--- config.mk ---
export PLATFORM = sky130hd
export DESIGN_NAME = tcs3200_color_detector
export DESIGN_NICKNAME = d
export VERILOG_FILES = /design/src/rtl/tcs3200_color_detector.sv
export SDC_FILE = /design/constraint.sdc
export NUM_CORES = 1
export LEC_CHECK = 0
export ABC_AREA = 1
export BUFFER_PORTS_ARGS = -buffer_cell sky130_fd_sc_hd__buf_2
export CAP_MARGIN = 0
export CORE_MARGIN = 2
export CORE_UTILIZATION = 36
export CTS_BUF_LIST = sky130_fd_sc_hd__clkbuf_8
export CTS_CLUSTER_DIAMETER = 40
export DETAILED_ROUTE_END_ITERATION = 8
export SYNTH_ARGS = -nofsm -noshare
export SYNTH_HDL_FRONTEND = slang
export SYNTH_SLANG_ARGS = --single-unit
--- constraint.sdc ---
create_clock -name clk -period 5.3 [get_ports clk]
set_clock_uncertainty 0.05 [all_clocks]
set_input_delay 0 -clock clk [delete_from_list [all_inputs] [get_ports clk]]
set_output_delay 0 -clock clk [all_outputs]
set_load 0.05 [all_outputs]
--- src/rtl/tcs3200_color_detector.sv ---
// tcs3200_color_detector: steps the TCS3200 filter selects through red, green
// and blue, counts sensor output edges over a fixed gate window for each, and
// classifies the dominant color for the display stage.
module tcs3200_color_detector #(
  parameter int unsigned GATE_CYCLES   = 500000,
  parameter int unsigned SETTLE_CYCLES = 5000,
  parameter int unsigned CNT_W         = 16,
  parameter int unsigned MIN_COUNT     = 50
) (
  input  logic             clk,
  input  logic             rst,
  input  logic             start,
  input  logic             sensor_out,
  output logic             s2,
  output logic             s3,
  output logic             busy,
  output logic [1:0]       color_code,
  output logic             color_valid,
  output logic [CNT_W-1:0] red_cnt,
  output logic [CNT_W-1:0] green_cnt,
  output logic [CNT_W-1:0] blue_cnt
);

  // Shared timer only ever holds (longest dwell - 1).
  localparam int unsigned MaxCycles = (GATE_CYCLES > SETTLE_CYCLES) ? GATE_CYCLES : SETTLE_CYCLES;
  localparam int unsigned TimerW    = (MaxCycles > 1) ? $clog2(MaxCycles) : 1;

  localparam logic [TimerW-1:0] GateLoad   = TimerW'(GATE_CYCLES - 1);
  localparam logic [TimerW-1:0] SettleLoad = TimerW'(SETTLE_CYCLES - 1);
  localparam logic [CNT_W-1:0]  CntMax     = {CNT_W{1'b1}};

  localparam logic [1:0] CodeRed     = 2'b00;
  localparam logic [1:0] CodeGreen   = 2'b01;
  localparam logic [1:0] CodeBlue    = 2'b10;
  localparam logic [1:0] CodeUnknown = 2'b11;

  // Filter selects as {s2, s3}.
  localparam logic [1:0] SelRed   = 2'b00;
  localparam logic [1:0] SelGreen = 2'b11;
  localparam logic [1:0] SelBlue  = 2'b01;

  typedef enum logic [2:0] {
    StIdle,
    StSetR,
    StMeasR,
    StSetG,
    StMeasG,
    StSetB,
    StMeasB,
    StDecide
  } state_e;

  state_e            state_q;
  logic [TimerW-1:0] timer_q;
  logic              timer_done;

  logic [1:0]        sync_q;
  logic              sensor_prev_q;
  logic              sensor_rise;

  logic [CNT_W-1:0]  work_r_q;
  logic [CNT_W-1:0]  work_g_q;
  logic [CNT_W-1:0]  work_b_q;

  logic [CNT_W-1:0]  max_cnt;
  logic [1:0]        code_d;

  // Saturating increment: a bright sensor must pin the count, never wrap it.
  function automatic logic [CNT_W-1:0] sat_inc(input logic [CNT_W-1:0] v);
    return (v == CntMax) ? v : v + CNT_W'(1);
  endfunction

  // Two-flop synchronizer on the asynchronous sensor pin plus a history flop.
  always_ff @(posedge clk) begin
    if (rst) begin
      sync_q        <= 2'b00;
      sensor_prev_q <= 1'b0;
    end else begin
      sync_q        <= {sync_q[0], sensor_out};
      sensor_prev_q <= sync_q[1];
    end
  end

  assign sensor_rise = sync_q[1] & ~sensor_prev_q;
  assign timer_done  = (timer_q == '0);

  // Dominant-color decision from the working counters; ties and dim readings are unknown.
  always_comb begin
    max_cnt = work_r_q;
    if (work_g_q > max_cnt) max_cnt = work_g_q;
    if (work_b_q > max_cnt) max_cnt = work_b_q;

    code_d = CodeUnknown;
    if (32'(max_cnt) >= MIN_COUNT) begin
      if ((work_r_q > work_g_q) && (work_r_q > work_b_q)) begin
        code_d = CodeRed;
      end else if ((work_g_q > work_r_q) && (work_g_q > work_b_q)) begin
        code_d = CodeGreen;
      end else if ((work_b_q > work_r_q) && (work_b_q > work_g_q)) begin
        code_d = CodeBlue;
      end
    end
  end

  // Measurement sequencer with registered filter selects, handshake and results.
  always_ff @(posedge clk) begin
    if (rst) begin
      state_q     <= StIdle;
      timer_q     <= '0;
      s2          <= 1'b0;
      s3          <= 1'b0;
      busy        <= 1'b0;
      color_code  <= CodeUnknown;
      color_valid <= 1'b0;
      red_cnt     <= '0;
      green_cnt   <= '0;
      blue_cnt    <= '0;
      work_r_q    <= '0;
      work_g_q    <= '0;
      work_b_q    <= '0;
    end else begin
      color_valid <= 1'b0;

      unique case (state_q)
        StIdle: begin
          if (start) begin
            state_q      <= StSetR;
            timer_q      <= SettleLoad;
            {s2, s3}     <= SelRed;
            busy         <= 1'b1;
            work_r_q     <= '0;
            work_g_q     <= '0;
            work_b_q     <= '0;
          end
        end

        StSetR: begin
          if (timer_done) begin
            state_q <= StMeasR;
            timer_q <= GateLoad;
          end else begin
            timer_q <= timer_q - TimerW'(1);
          end
        end

        StMeasR: begin
          if (sensor_rise) work_r_q <= sat_inc(work_r_q);
          if (timer_done) begin
            state_q  <= StSetG;
            timer_q  <= SettleLoad;
            {s2, s3} <= SelGreen;
          end else begin
            timer_q <= timer_q - TimerW'(1);
          end
        end

        StSetG: begin
          if (timer_done) begin
            state_q <= StMeasG;
            timer_q <= GateLoad;
          end else begin
            timer_q <= timer_q - TimerW'(1);
          end
        end

        StMeasG: begin
          if (sensor_rise) work_g_q <= sat_inc(work_g_q);
          if (timer_done) begin
            state_q  <= StSetB;
            timer_q  <= SettleLoad;
            {s2, s3} <= SelBlue;
          end else begin
            timer_q <= timer_q - TimerW'(1);
          end
        end

        StSetB: begin
          if (timer_done) begin
            state_q <= StMeasB;
            timer_q <= GateLoad;
          end else begin
            timer_q <= timer_q - TimerW'(1);
          end
        end

        StMeasB: begin
          if (sensor_rise) work_b_q <= sat_inc(work_b_q);
          if (timer_done) begin
            state_q  <= StDecide;
            timer_q  <= '0;
            {s2, s3} <= SelRed;
          end else begin
            timer_q <= timer_q - TimerW'(1);
          end
        end

        StDecide: begin
          state_q     <= StIdle;
          timer_q     <= '0;
          busy        <= 1'b0;
          color_code  <= code_d;
          color_valid <= 1'b1;
          red_cnt     <= work_r_q;
          green_cnt   <= work_g_q;
          blue_cnt    <= work_b_q;
        end

        default: begin
          state_q <= StIdle;
          busy    <= 1'b0;
        end
      endcase
    end
  end

endmodule

==> results of run 1 <==
[synthesized netlist by cell type (5+ instances only)]
cell type	count
nand2_1	179
dfxtp_1	127
a21oi_1	122
inv_1	102
o21ai_0	92
nor2_1	85
ha_1	68
nand3_1	56
nor3_1	29
clkbuf_1	24
nand4_1	10
xor2_1	10
a211oi_1	8
nor2_4	7
nor4_1	7
nor2_2	6
nor3_2	6
o211ai_1	6
nand2_4	5
xnor2_1	5
[metrics by stage]
stage | std cells | area, sq um | total power [mW]
global placement | 1302 | 7834 | 2.930
global route | 1339 | 8304 | 4.196
detailed placement | 1302 | 7834 | 2.950
floorplan | 1000 | 7298 | 2.576
finish | 1339 | 8304 | 3.859
CTS | 1339 | 8304 | 3.871
[final cells by class]
class / count / area, sq um / share of cell area, %
Clock inverter: 15 / 186.4 / 2.245
Timing Repair Buffer: 66 / 365.4 / 4.400
Clock buffer: 17 / 234.0 / 2.818
Multi-Input combinational cell: 735 / 4227 / 50.90
Inverter: 109 / 411.6 / 4.957
Tap cell: 270 / 337.8 / 4.068
Sequential cell: 127 / 2542 / 30.62
[final timing paths]
check        depth (start not counted)  slack (ns)   startpoint       endpoint
max                                 22        1.28  work_r_q[6]  color_code[0]
min                                  2        0.34    sync_q[0]      sync_q[1]
max reg2reg                         22        1.28  work_r_q[6]  color_code[0]
min reg2reg                          2        0.34    sync_q[0]      sync_q[1]
[registers in the layout (all words and copies together) (netlist names)]
register       flops
green_cnt         16
work_r_q          16
red_cnt           16
timer_q           19
s2                 1
blue_cnt          16
color_valid        1
busy               1
sensor_prev_q      1
work_b_q          16
state_q            3
work_g_q          16
color_code         2
s3                 1
sync_q             2
[power by group]
| part | internal (mW) | total [mW] | switching [mW] |
|---|---|---|---|
| clock | 0.470 | 0.908 | 0.437 |
| combinational | 0.615 | 1.79 | 1.18 |
| sequential | 1.04 | 1.16 | 0.114 |
[metal layers]
layer	GRT usage, %	wire length [um]
met5	0	0
met4	7.621	531
met3	3.594	1049
met2	34.34	9932
met1	26.31	9742
[logic make-up (layout without fill, tap and decap cells)]
family	count (synthesis)	after routing	synth area share [%]
adder cells (fa/ha/maj)	68	68	11.66
AND/OR/NAND/NOR	406	406	26.44
XOR/XNOR	15	15	1.800
buffers and inverters	138	207	7.321
AO/OA/AOI/OAI	246	246	17.95
flip-flops	127	127	34.84
[placed cells by master (no fill, tap or decap), types with 4 or more instances in the layout]
master / synthesis / final
a211oi_1: 8 / 8
dfxtp_1: 127 / 127
clkbuf_8: 0 / 17
nor3_1: 29 / 29
buf_2: 2 / 57
ha_1: 68 / 68
nand4_1: 10 / 10
o21ai_1: 4 / 4
nor3_2: 6 / 6
nor2_2: 6 / 5
nand3_1: 56 / 56
nand2_2: 4 / 4
nor4_1: 7 / 7
nor2_1: 85 / 85
o211ai_1: 6 / 6
nand2_4: 5 / 5
inv_1: 102 / 103
o21ai_0: 92 / 92
xor2_1: 10 / 10
clkinv_4: 0 / 5
a21oi_1: 122 / 122
buf_4: 1 / 4
inv_2: 4 / 4
nand2_1: 179 / 179
nor2_4: 7 / 8
xnor2_1: 5 / 5
dlygate4sd3_1: 0 / 5
[critical path: cells and delay by family (launching register included)]
family / cells / cell delay, ns
AND/OR/NAND/NOR: 16 / 1.95
adder cells (fa/ha/maj): 2 / 0.71
AO/OA/AOI/OAI: 2 / 0.59
flip-flops: 1 / 0.32
buffers and inverters: 2 / 0.34
==> flow_summary.toml, run 1 <==
[cts]
clk_path_buf_depth = 2
ctsResizeCount = 0
cts_tree = "built"
numCtsBuffers = 17
cts-root-buf = "clkbuf_8"
clk_pin_slew_worst_paths_ns = 0.09
cts_setup_buffers = 0
clkLatencyLatePin_ns = 0.46
cts.hold.buffers_added = 5
clock_sinks = 127
cts_max_level = 4

[placement]
io_buffers = 57
hpwl_mm = 15.46
place.gp.congestion = 0.9499
dp_worst_setup_slack_ns = 1.361

[finish]
layout-drive-gt1-share_pct = 12.72
final_nets = 1128
final_util_pct = 41.44
diodes = 0
areaGrowthSynthToFinish_pct = 13.78
fillers = 2118

[logic_synthesis]
syn_area_per_cell_sq_um = 7.298
synth-seq-cells = 127
synth_cell_type_count = 48
synth_async_sr_flop_share_pct = 0
synth_top_area_cell = "dfxtp_1"
seq_area_frac_synth_pct = 34.84
synth_edf_count = 0
synth_fp_nets = 1072
yosysWarnings = 0
synth_cells = 1000
synthTopCellsByArea = "dfxtp_1 (35%), ha_1 (12%), nand2_1 (9.2%)"
netlist.area_leader.share_pct = 34.84
synth_flop_cell = "dfxtp_1"
syn_area_sq_um = 7298

[setup_path]
worst-endpoint-arrival_ns = 4.36
required_ns = 5.65
worst_path_most_repeated_cell = "nand2_1"
crit_path_end_kind = "flip-flop"
critPathLaunchType = "flip-flop"
crit_fanout = 20
path_class = "reg -> reg"
max_stage_delay_ns = 0.45
slowest_stage = "nand2_1"
crit_chain = "clkinv_1, ha_1, nand2_1, nor2_1, nand2_1, nand2_1, nand2_1, nand2_1, nand2_1, o21ai_0, inv_1, ha_1, nand4_1, o221ai_1, nand2_1, nand3_1, nand3_1, nand2_1, nand3_1, nand2_1, nand2_1, nand2_1"

[global_route]
grt_usage_pct = 20.44
grt_remaining_overflow = 0
antenna_found_initial = 0
grt_pass1_vias = 6521
grt_pass1_wl_mm = 34.47
grt_max_degree = 71

[power]
peakVddDrop_mv = 0.2008
pwr_density_cell_nw_per_um2 = 464.7
p_leak_nw = 3.664

[timing]
setup-violations-final = 0
fmax_mhz = 249.0
fin_crit_ns = 4.016
hold_slack_ns = 0.3405
post-route-period-util_pct = 75.77
maxSlewViolCount = 0
fin_ws_ns = 1.284
hold_violations = 0
slew_headroom_pct = 41.07
setup_tns_ns = 0
rsz0062_at_grt = "no"
worst_pin_slew_ns = 0.8785

[floorplan]
design.die.area_sq_um = 21430
start_util_pct = 36.42
ios = 58
fp-row-count = 52
die_w_um = 146.4
core_area_sq_um = 20040
die_h_um = 146.4

[drt]
drt_wl_total_mm = 21.26
num_vias = 6835
drc = 0
ant_nets = 0
drt_first_pass_iters = 5
avgRoutedWirePerCell_um = 15.87
vias_per_cell = 5.105
drt-initial-drc-count = 400

[flow_run]
maxCapViolCount = 0

[status]
status = "completed"

[worst_hold_path]
hp-class = "reg -> reg"
No activity file was read; power rests on OpenSTA's default activity.
==> run 2: changes to the inputs <==
Clock period 5.3 ns to 3.8 ns, I/O delays scaled along.
==> run 2 against run 1 <==
Compared with the run above: critical path depth up 2; combinational power up 46%; global-route usage decreased by 0.080 points; count of clock-buffer cells in the layout grew 2; register-to-register slack lost 0.82 ns; sequential cell count unchanged.
==> flow_summary.toml, run 2 (synthesis gave the netlist of run 1 again) <==
[drt]
drt_wl_total_mm = 21.40
ant_nets = 0
drt-initial-drc-count = 446
vias_per_cell = 5.136
drt_first_pass_iters = 5
num_vias = 6933
drc = 0
avgRoutedWirePerCell_um = 15.85

[worst_hold_path]
hp-class = "reg -> reg"
hp-start = "sync_q[0]"

[cts]
clkLatencyLatePin_ns = 0.45
cts_max_level = 4
cts_tree = "built"
clk_path_buf_depth = 2
numCtsBuffers = 17
clk_pin_slew_worst_paths_ns = 0.07
cts-root-buf = "clkbuf_8"
clock_sinks = 127

[finish]
layout-drive-gt1-share_pct = 13.52
final_nets = 1143
areaGrowthSynthToFinish_pct = 14.21
fillers = 2179
layout_common_cells = "nand2_1 (178), dfxtp_1 (127), a21oi_1 (122)"
largest-register = "timer_q"
final_common_cell = "nand2_1"
diodes = 0
largest_reg_flops = 19
finalInstanceArea_sq_um = 8335

[global_route]
grt_usage_pct = 20.36
grt_max_degree = 71
grt_pass1_vias = 6451
grt_pass1_wl_mm = 34.70
antenna_found_initial = 0
grt_remaining_overflow = 0

[timing]
fmax_mhz = 299.9
worst_pin_slew_ns = 0.6826
maxSlewViolCount = 0
hold_slack_ns = 0.3657
fin_crit_ns = 3.335
setup_tns_ns = 0
rsz0062_at_grt = "no"
slew_headroom_pct = 54.49
post-route-period-util_pct = 87.75
hold_violations = 0
setup-violations-final = 0

[floorplan]
start_util_pct = 36.42
die_h_um = 146.4
die_w_um = 146.4
design.die.area_sq_um = 21430
fp-row-count = 52
core_area_sq_um = 20040
ios = 58

[setup_path]
path_class = "reg -> reg"
crit_fanout = 12
crit_chain = "inv_1, ha_1, nand2_1, nor2_1, nand2_1, nand2_1, nand2_1, nand2_1, nand2_2, buf_4, nand2_1, nand2_1, ha_1, a21oi_1, nand3b_1, a21oi_1, a21oi_1, nand3_1, nand3_1, nand2_1, nand3_1, nand2_1, nand2_1, nand2_1"
max_stage_delay_ns = 0.44
timing.rr.start = "work_r_q[7]"
slowest_stage = "dfxtp_1"
crit_path_end_kind = "flip-flop"
worst_path_most_repeated_cell = "nand2_1"
critPathLaunchType = "flip-flop"
required_ns = 4.09
crit_start = "work_r_q[7]"
worst-endpoint-arrival_ns = 3.63

[status]
status = "completed"

[power]
peakVddDrop_mv = 0.2259
p_total_mw = 5.287
clockPowerShare_pct = 20.0
p_sw_share_pct = 45.34
p_seq_share_pct = 30.6
p_leak_nw = 3.705
p_comb_share_pct = 49.4
p_switching_mw = 2.397
pwr_density_cell_nw_per_um2 = 634.3
internal_power_mw = 2.890

[placement]
io_buffers = 57
place.gp.congestion = 0.9374
hpwl_mm = 15.79
placed_area_sq_um = 7946

[flow_run]
maxCapViolCount = 0
-- run 2: power groups by stage --
stage	clock network (mW)	registers, mW	logic, mW
finish	1.06	1.62	2.61
global route	1.14	1.64	2.97
CTS	1.09	1.61	2.59
detailed placement	0	1.64	2.58
global placement	0	1.64	2.54
floorplan	0	1.63	1.96
-- run 2: per-layer routing --
metal / GRT usage [%] / vias up / share of wire (%)
li1: - / 3518 / -
met1: 26.51 / 3211 / 46
met4: 6.845 / 0 / 2.3
met5: 0 / - / 0
met3: 3.781 / 35 / 4.2
met2: 34.03 / 169 / 47
-- run 2: repair_timing --
action / 4_1_cts / 5_1_grt
resized for setup: 0 / 2
setup endpoints to repair: 0 / 2
hold buffers: 5 / 0
setup buffers: 0 / 0
endpoints found under the hold margin: 18 / 0
-- run 2: layout make-up --
class / instances / area [sq um] / share of cell area (%)
Multi-Input combinational cell: 735 / 4229 / 50.74
Clock buffer: 19 / 261.5 / 3.137
Tap cell: 270 / 337.8 / 4.053
Timing Repair Buffer: 81 / 478.0 / 5.734
Inverter: 109 / 411.6 / 4.938
Clock inverter: 9 / 75.07 / 0.9006
Sequential cell: 127 / 2542 / 30.50
-- run 2: worst paths after layout --
check / to / slack (ns) / cells after the start
max: color_code[1] / 0.47 / 24
min: sync_q[1] / 0.37 / 2
max reg2reg: color_code[1] / 0.47 / 24
min reg2reg: sync_q[1] / 0.37 / 2
-- run 2: metrics by stage --
stage	worst slack, ns	std cells	utilization [%]
floorplan	0.8375	1000	-
global placement	0.4361	1317	39.65
detailed placement	0.4308	1317	39.65
CTS	0.3891	1350	41.58
global route	0.04692	1350	41.60
finish	0.4654	1350	41.60
-- run 2: critical path, delay by kind of cell (launching register included) --
kind / cells / cell delay, ns
simple gates: 17 / 1.45
fa+ha+maj: 2 / 0.60
flops: 1 / 0.44
buf+inv: 2 / 0.35
compound gates: 3 / 0.32
==> run 3: changes to the inputs <==
==> constraint.sdc (replaced) <==
create_clock -name clk -period 3.8 [get_ports clk]
set_clock_uncertainty 0.05 [all_clocks]
set_input_delay 0.19 -clock clk [delete_from_list [all_inputs] [get_ports clk]]
set_output_delay 0.19 -clock clk [all_outputs]
set_load 0.05 [all_outputs]
==> run 3 against run 2 <==
Compared with the run above: sequential cell count stayed put; cell count increased by 0.22%; via count shrank 0.75%; largest cell class unchanged; largest power group unchanged; global-route usage down 0.33 points; non-clock buffer count decreased by 1.
==> flow_summary.toml, run 3 (synthesis gave the netlist of run 1 again) <==
[status]
status = "completed"

[floorplan]
start_util_pct = 36.42
die_h_um = 146.4
ios = 58
die_w_um = 146.4
design.die.area_sq_um = 21430
fp-row-count = 52
core_area_sq_um = 20040

[placement]
hpwl_mm = 15.70
placed_cells = 1319
place.gp.congestion = 0.9843
io_buffers = 57

[global_route]
grt_usage_pct = 20.04
grt_remaining_overflow = 0
grt_pass1_wl_mm = 33.82
grt_pass1_vias = 6322
grt_max_degree = 71
antenna_found_initial = 0

[finish]
multi_input_area_sq_um = 4229
final_util_pct = 42.05
final_common_cell = "nand2_1"
seqCellArea_sq_um = 2542
largest_reg_flops = 19
diodes = 0
fillers = 2172
final_nets = 1142
layout-drive-gt1-share_pct = 14.31
largest-register = "timer_q"
areaGrowthSynthToFinish_pct = 15.46
finalNonFillerCells = 1353
layout_common_cells = "nand2_1 (178), dfxtp_1 (127), a21oi_1 (122)"

[cts]
clk_pin_slew_worst_paths_ns = 0.09
clock_sinks = 127
cts_max_level = 4
cts-root-buf = "clkbuf_8"
cts_setup_buffers = 0
clkLatencyLatePin_ns = 0.46
cts_tree = "built"
clk_path_buf_depth = 2
numCtsBuffers = 17

[drt]
drt_wl_total_mm = 21.26
avgRoutedWirePerCell_um = 15.71
drc = 0
ant_nets = 0
drt-initial-drc-count = 416
vias_per_cell = 5.086
num_vias = 6881
drt_first_pass_iters = 5

[timing]
worst_pin_slew_ns = 0.6850
slew_headroom_pct = 54.05
setup_tns_ns = 0
post-route-period-util_pct = 89.62
fin_crit_ns = 3.406
rsz0062_at_grt = "no"
setup-violations-final = 0
fmax_mhz = 293.6
hold_violations = 0
maxSlewViolCount = 0

[power]
peakVddDrop_mv = 0.2423
p_leak_nw = 3.734
pwr_density_cell_nw_per_um2 = 655.7

[setup_path]
critPathLaunchType = "flip-flop"
crit_chain = "inv_1, ha_1, nand2_1, nor3_1, nand2_1, nand2_1, nand2_2, o21ai_0, inv_1, ha_1, nand4_1, o221ai_1, nand2_1, nand3_1, nand3_1, nand2_1, nand3_1, nand2_1, nand2_1, nand2_1"
worst-endpoint-arrival_ns = 3.75
required_ns = 4.14
slowest_stage = "dfxtp_1"
worst_path_most_repeated_cell = "nand2_1"
crit_buf_inv = 2
crit_path_end_kind = "flip-flop"
crit_family = "simple AND/OR/NAND/NOR gates"
crit_fanout = 12
max_stage_delay_ns = 0.39
path_class = "reg -> reg"

[flow_run]
maxCapViolCount = 0

[worst_hold_path]
hp-class = "in -> reg"
-- run 3: changes by cell type in the layout (fill, tap and decap cells not counted), moves of 3 or more --
cell,previous run,this run
inv_6,0,4
dlygate4sd3_1,5,2
bufinv_16,1,4
inv_1,105,102
-- run 3: layout make-up --
class	instances	area share, %
multi-input cells	735	50.19
flip-flops and latches	127	30.17
repair buffers	80	5.494
inverters	109	4.885
well taps	270	4.009
clock buffers	17	2.777
clock inverters	15	2.480
-- run 3: what timing repair did --
action	CTS	global route
resized for setup	0	1
hold buffers	2	0
endpoints found under the setup margin	0	2
hold endpoints to repair	2	0
-- run 3: power breakdown --
group          total, mW  internal (mW)  switching (mW)
Sequential          1.60           1.45           0.145
Clock               1.33          0.724           0.611
Combinational       2.59          0.908            1.68
Total               5.53           3.09            2.44
-- run 3: tightest hold or removal path, cell delays in order --
cell and delay, ns:
buf_2 0.10, buf_4 0.23, nor2_1 0.12
-- run 3: metrics by stage --
step	hold slack, ns	area (sq um)	worst slack, ns	power (mW)
after floorplan	0.2470	7298	0.8375	3.592
after global placement	0.3463	7961	0.5435	4.166
after detailed placement	0.3531	7961	0.4430	4.185
after CTS	0.1587	8424	0.3834	5.540
after global routing	0.1869	8427	0.07232	5.964
final	0.1764	8427	0.3944	5.526
-- run 3: worst paths after layout --
path / startpoint / end / cells after the start / slack, ns
worst max register to register: work_r_q[13] / color_code[0] / 20 / 0.39
worst max-delay path: work_r_q[13] / color_code[0] / 20 / 0.39
worst min register to register: sync_q[0] / sync_q[1] / 2 / 0.36
worst min-delay path: rst / sync_q[1] / 3 / 0.18
-- run 3: layer usage --
metal | up-vias | global-route usage [%] | share of wire, % | wire [um]
met4 | 0 | 6.893 | 2.3 | 479
met5 | - | 0 | 0 | 0
met2 | 167 | 33.28 | 47 | 10050
met1 | 3153 | 26.04 | 45 | 9610
met3 | 32 | 4.000 | 5.2 | 1115
li1 | 3529 | - | - | -
